$ cat config.mk
export PLATFORM = sky130hd
export DESIGN_NAME = seg_scan_driver
export DESIGN_NICKNAME = d
export VERILOG_FILES = /design/src/rtl/seg_scan_driver.sv
export SDC_FILE = /design/constraint.sdc
export NUM_CORES = 1
export LEC_CHECK = 0
export ABC_AREA = 1
export CAP_MARGIN = 20
export CORE_MARGIN = 3
export CORE_UTILIZATION = 43
export CTS_CLUSTER_DIAMETER = 80
export CTS_CLUSTER_SIZE = 25
export DETAILED_ROUTE_END_ITERATION = 7
export SETUP_SLACK_MARGIN = 0.2
export SYNTH_ARGS = -nofsm -noshare
export SYNTH_HDL_FRONTEND = slang
export SYNTH_SLANG_ARGS = --single-unit
$ cat constraint.sdc
create_clock -name clk -period 2.2 [get_ports clk]
set_input_delay 0.33 -clock clk [delete_from_list [all_inputs] [get_ports clk]]
set_output_delay 0.33 -clock clk [all_outputs]
set_load 0.01 [all_outputs]
$ cat src/rtl/seg_scan_driver.sv
// Two-digit 7-segment scan driver: time-multiplexes tens/ones patterns onto a
// shared segment bus, double-buffering new patterns until the next frame boundary.
module seg_scan_driver #(
    parameter int REFRESH_DIV        = 50000,
    parameter int BLANK_CYCLES       = 2,
    parameter int BLANK_LEADING_ZERO = 1,
    parameter int SEG_ACTIVE_LOW     = 0
) (
    input  logic       clk,
    input  logic       rst_n,
    input  logic       enable,
    input  logic       load,
    input  logic [6:0] seg_tens_in,
    input  logic [6:0] seg_ones_in,
    output logic [6:0] seg_out,
    output logic [1:0] dig_sel,
    output logic       frame_start,
    output logic       update_ack
);

    localparam int               DIV_W      = (REFRESH_DIV > 2) ? $clog2(REFRESH_DIV) : 1;
    localparam logic [DIV_W-1:0] DIV_LAST   = DIV_W'(REFRESH_DIV - 1);
    localparam logic [6:0]       ZERO_GLYPH = 7'b1111110;

    typedef enum logic [1:0] {
        IDLE = 2'd0,
        TENS = 2'd1,
        ONES = 2'd2
    } state_t;

    state_t           state, state_nxt;
    logic [DIV_W-1:0] div, div_nxt;
    logic [6:0]       active_tens, active_ones;
    logic [6:0]       pend_tens, pend_ones;
    logic             pend_valid;
    logic             ack_q;
    logic             boundary;

    // Next state; boundary marks the edge that enters TENS
    always_comb begin
        state_nxt = state;
        div_nxt   = div;
        boundary  = 1'b0;
        if (!enable) begin
            state_nxt = IDLE;
            div_nxt   = '0;
        end else begin
            case (state)
                IDLE: begin
                    state_nxt = TENS;
                    div_nxt   = '0;
                    boundary  = 1'b1;
                end
                TENS: begin
                    if (div == DIV_LAST) begin
                        state_nxt = ONES;
                        div_nxt   = '0;
                    end else begin
                        div_nxt = div + 1'b1;
                    end
                end
                ONES: begin
                    if (div == DIV_LAST) begin
                        state_nxt = TENS;
                        div_nxt   = '0;
                        boundary  = 1'b1;
                    end else begin
                        div_nxt = div + 1'b1;
                    end
                end
                default: begin
                    state_nxt = IDLE;
                    div_nxt   = '0;
                end
            endcase
        end
    end

    always_ff @(posedge clk or negedge rst_n) begin
        if (!rst_n) begin
            state       <= IDLE;
            div         <= '0;
            active_tens <= '0;
            active_ones <= '0;
            pend_tens   <= '0;
            pend_ones   <= '0;
            pend_valid  <= 1'b0;
            ack_q       <= 1'b0;
        end else begin
            state <= state_nxt;
            div   <= div_nxt;
            ack_q <= 1'b0;
            if (boundary) begin
                // A load coinciding with the boundary bypasses the pending buffer
                if (load) begin
                    active_tens <= seg_tens_in;
                    active_ones <= seg_ones_in;
                end else if (pend_valid) begin
                    active_tens <= pend_tens;
                    active_ones <= pend_ones;
                end
                pend_valid <= 1'b0;
                ack_q      <= load | pend_valid;
            end else if (load) begin
                pend_tens  <= seg_tens_in;
                pend_ones  <= seg_ones_in;
                pend_valid <= 1'b1;
            end
        end
    end

    logic       in_guard;
    logic       tens_suppress;
    logic [1:0] dig_l;
    logic [6:0] seg_l;

    assign in_guard      = int'(div) < BLANK_CYCLES;
    assign tens_suppress = (BLANK_LEADING_ZERO != 0) && (active_tens == ZERO_GLYPH);

    always_comb begin
        dig_l = 2'b00;
        seg_l = 7'b0000000;
        case (state)
            TENS: begin
                if (!in_guard && !tens_suppress) begin
                    dig_l = 2'b10;
                    seg_l = active_tens;
                end
            end
            ONES: begin
                if (!in_guard) begin
                    dig_l = 2'b01;
                    seg_l = active_ones;
                end
            end
            default: begin
                dig_l = 2'b00;
                seg_l = 7'b0000000;
            end
        endcase
    end

    assign seg_out     = (SEG_ACTIVE_LOW != 0) ? ~seg_l : seg_l;
    assign dig_sel     = (SEG_ACTIVE_LOW != 0) ? ~dig_l : dig_l;
    assign frame_start = (state == TENS) && (div == '0);
    assign update_ack  = ack_q;

endmodule
# Word-level counts from Yosys, hierarchy flattened
# Index checks and enable logic that the tools add are counted.
[word_totals] register_bits=48 latch_bits=0 mem_bits_rw=0 romBits=0 input_bits=18 wordCells=53 memories=0
[op_classes] add_sub_neg=1 mul=0 div=0 order_cmp=1 eq_ne=6 shifts=0 n_mux=23 bitwise=2 reduce_logical=12
[op_table] op="two-way mux 16 bit" count=3
[op_table] op="two-way mux 7 bit" count=6
[op_table] op="adder 16 x 1 -> 16 bit (second input constant)" count=1
[op_table] op="== test 16 bit (second input constant)" count=1
[op_table] op="logical NOT 16 bit" count=1
[op_table] op="< comparator 16 x 2 -> 1 bit (second input constant)" count=1
[op_table] op="case mux 7 bit (2 select lines)" count=1
[op_table] op="two-way mux 2 bit" count=4
[op_table] op="== test 7 bit (second input constant)" count=1
[op_table] op="two-way mux 1 bit" count=6
[op_table] op="inequality test 3 bit (second input constant)" count=2
[op_table] op="case mux 2 bit (3 select lines)" count=1
[op_table] op="AND reduction 2 bit" count=3
[op_table] op="case mux 2 bit (2 select lines)" count=1
[op_table] op="nonzero test 2 bit" count=2
[op_table] op="== test 2 x 1 -> 1 bit (second input constant)" count=1
[op_table] op="== test 2 bit (second input constant)" count=1
[op_table] op="logical AND 1 bit" count=2
[op_table] op="logical NOT 1 bit" count=2
[op_table] op="logical NOT 2 bit" count=1
[op_table] op="case mux 1 bit (2 select lines)" count=1
[op_table] op="OR reduction 2 bit" count=1
[op_table] op="NOT 1 bit" count=1
[op_table] op="OR 1 bit" count=1

# Depth between registers and ports, before layout
[logic_depth] depth_word=6 mapped_depth=11 depth_no_buf=10

# Worst setup path before layout
# OpenSTA, ideal clock, no wires.
[synth_timing] path_kind="reg2out" from="reg state[0]" to="out seg_out[0]" arrival_ns=1.318 required_ns=1.870 path_slack_ns=0.552 stages_incl_launch_ff=9 path_buffers=0 path_cell_list="dfrtp_1 -> inv_1 -> ha_1 -> nand2_1 -> a21oi_1 -> nand2_1 -> inv_1 -> nand2_1 -> nand2_1"
[synth_between] elab_chain_len=2 elab_cells_between_ends=3 cone_classes="eq/ne: 2; mux: 1"
[synth_rtl] item="start, declared" line="31" rtl="state_t state, state_nxt;"
[synth_rtl] item="start signal, assigned" line="90" rtl="state <= state_nxt;"
[synth_rtl] item="== test 2 bit or == test 2 x 1 -> 1 bit (tied branches)" line="123" rtl="case (state)"
[synth_rtl] item="case mux 7 bit (2 select lines) *" line="123"
[synth_rtl] item="end, declared" line="15" rtl="output logic [6:0] seg_out,"
# Mark *: on every way between the ends. The rest lies on a longest branch, timed or not.

# Worst setup path after layout
[layout_timing] from="reg state[1]" to="out seg_out[3]"
# The elaborated chain is that of the path after synthesis.

==> impl_metrics.json <==
{
  "status": "finished, final reports clean",
  "r2r_start": "div[5]",
  "seq_area_sq_um": 1200,
  "fin_area_sq_um": 3730,
  "cp.required_ps": 1870,
  "place_area_sq_um": 3210,
  "drtIter0Drc": 248,
  "start_util": 0.461,
  "synthAdderAreaFrac": 0.0264,
  "period_minus_slack_ps": 2010,
  "insertion_delay_ps": 300,
  "diodes": 0,
  "preCtsSetupSlack_ps": 50.8,
  "fin_hold_ws_ps": 107,
  "mostFrequentLayoutCells": "104 x nand2_1, 47 x dfrtp_1, 32 x nor2_1, 30 x nand2_2, 28 x buf_4",
  "synth_top_family_by_area": "simple AND/OR/NAND/NOR gates",
  "grt_overflow_total": 0,
  "layout_setup_ws_ps": 194,
  "rsz0062_at_grt": "true",
  "ff2ff_path_depth": 14,
  "htreeDepth": 2,
  "synth_top_area_share": 0.423,
  "cap_violations": 0,
  "drive_gt1_frac": 0.321,
  "root_buffer": "clkbuf_8",
  "worstSetupEndpointType": "output pin",
  "grt_pass1_wl_mm": 11.1,
  "drc": 0,
  "coreArea_sq_um": 6170,
  "postRouteWirelength_mm": 6.89,
  "die_area_sq_um": 7620,
  "fin_setup_tns_ps": 0,
  "vias": 2494,
  "dieHeight_microns": 87.3,
  "syn-instance-count": 367,
  "fin_util": 0.605,
  "syn_nets": 391,
  "die_width_microns": 87.3,
  "period_share": 0.912,
  "r2r_end": "active_ones[4]",
  "min_path_type": "input port to async pin",
  "clock-sinks": 48,
  "use_met1": 0.289,
  "max_freq_ghz": 0.498,
  "ioPinCount": 29,
  "post-place-cells": 467,
  "grt.total_usage": 0.184,
  "syn_area_sq_um": 2840,
  "grt_pass1_vias": 2298,
  "yosys-mux-area-fraction": 0,
  "rrSetupSlack_ps": 270,
  "cts-hold-fix-buffers": 0,
  "antenna_found_initial": 0,
  "nFillCells": 548,
  "synth_compound_area_frac": 0.0264,
  "cts_max_path_buffers": 2,
  "wire_per_inst_microns": 13.7,
  "vias_per_cell": 4.94,
  "nets": 453,
  "multiInputGateArea_sq_um": 1690,
  "cp-start-kind": "register",
  "synth-xor-area-share": 0.0123,
  "drv_slew": 0,
  "synth_simple_gate_area_share": 0.441,
  "hpwl_mm": 4.57,
  "synth_top_area_cell": "dfrtp_1",
  "ant_nets": 0,
  "syn_to_final_growth_pct": 31.4,
  "cts_made_buffers": 5,
  "yosysWarnings": 0,
  "slew_headroom": 0.580,
  "avgSynthCellArea_sq_um": 7.74,
  "io_buffers": 28,
  "critical_path_arrival_ps": 1680,
  "worst_slew_pin_slew_ps": 629,
  "fin_worst_skew_ps": 5.99,
  "peakVddDrop_v": 0.000331,
  "fin_cells": 505,
  "grtUsageMet2": 0.263,
  "rows": 28,
  "met3_usage": 0.0350,
  "clkTransAtPathRegs_ps": 90,
  "grt_max_degree": 49,
  "drt_first_pass_iters": 4,
  "final_common_cell": "nand2_1",
  "busiest_layer": "met1",
  "cts_tree": "built",
  "synth-seq-cells": 48,
  "critPathKind": "register to output pin",
  "netlist_top_cells_area": "dfrtp_1 42%, nand2_1 16%, nand2_2 4.8%",
  "power.total_mw": 2.39,
  "setup_viol_count_final": 0,
  "routabilityCongestion": 0.864,
  "synthDistinctLibCells": 31,
  "hold_viol_final": 0,
  "ys_seq_area_frac": 0.423,
  "powerDensity_nw_per_um2": 641,
  "leakagePower_nw": 1.84,
  "path_max_fanout": 7
}
[synthesized netlist by cell type]
library cell,instances
a21boi_0,1
a21oi_1,2
a21oi_2,2
and3_1,1
buf_1,1
buf_12,1
buf_2,3
buf_4,1
buf_6,2
clkbuf_1,4
dfrtp_1,48
ha_1,6
inv_1,30
inv_2,1
nand2_1,121
nand2_2,22
nand2_4,1
nand2_8,3
nand3_1,24
nand3_2,10
nand3_4,1
nand4_1,20
nor2_1,36
nor2_2,2
nor2_4,1
nor3_1,10
nor4_1,1
o21ai_0,5
o21bai_1,2
or2_2,1
xor2_1,4
[power breakdown]
group | leakage, nW | internal, mW | switching [mW]
logic | 1.17 | 0.241 | 0.349
registers | 0.621 | 1.03 | 0.135
clock network | 0.0552 | 0.338 | 0.299
[metal layers]
metal,share of wire,vias up
met3,0.042,6
met1,0.52,1134
met4,0.0065,0
met2,0.43,57
li1,-,1297
met5,0,-
[cell type report]
type / count / area share
Clock inverter: 2 / 0.00939
Clock buffer: 6 / 0.0194
Inverter: 31 / 0.0318
Timing Repair Buffer: 63 / 0.140
Multi-Input combinational cell: 280 / 0.452
Tap cell: 75 / 0.0251
Sequential cell: 48 / 0.322
[logic make-up after synthesis]
family / after synthesis
and+or+nand+nor: 254
DFF: 48
buffers and inverters: 43
AOI/OAI and AO/OA: 12
adders and majority gates: 6
xor gates and xnor gates: 4
[repair_timing]
action	4_1_cts	5_1_grt
buffers inserted	19	7
pin swaps	3	18
hold endpoints to repair	0	0
endpoints found under the setup margin	10	51
gates cloned	0	4
resized for setup	27	69
[worst max-delay path, cell delays in order (launching register included)]
cell and delay [ps]:
dfrtp_1 400, inv_2 90, ha_4 270, nand2_2 50, a21oi_2 130, nand2_2 100, inv_4 90, nand2_1 50
nand2_1 60, buf_2 130
[how the worst max path moves through the flow]
stage                        start          to  slack, ps  cells after the start
after floorplan           state[0]  seg_out[0]        550                      8
after global placement    state[1]  seg_out[0]        100                      9
after detailed placement  state[1]  seg_out[5]         50                      9
after CTS                   div[4]  seg_out[5]         70                      9
after global routing      state[1]  seg_out[4]         80                      9
final                     state[1]  seg_out[3]        190                      9
[sequential cells by signal, summed over array words and instances, names as in the netlist]
name         count
pend_valid       1
update_ack       1
pend_tens        7
active_tens      7
active_ones      7
pend_ones        7
div             16
state            2
Note: power is estimated with default switching activity, not from simulation.
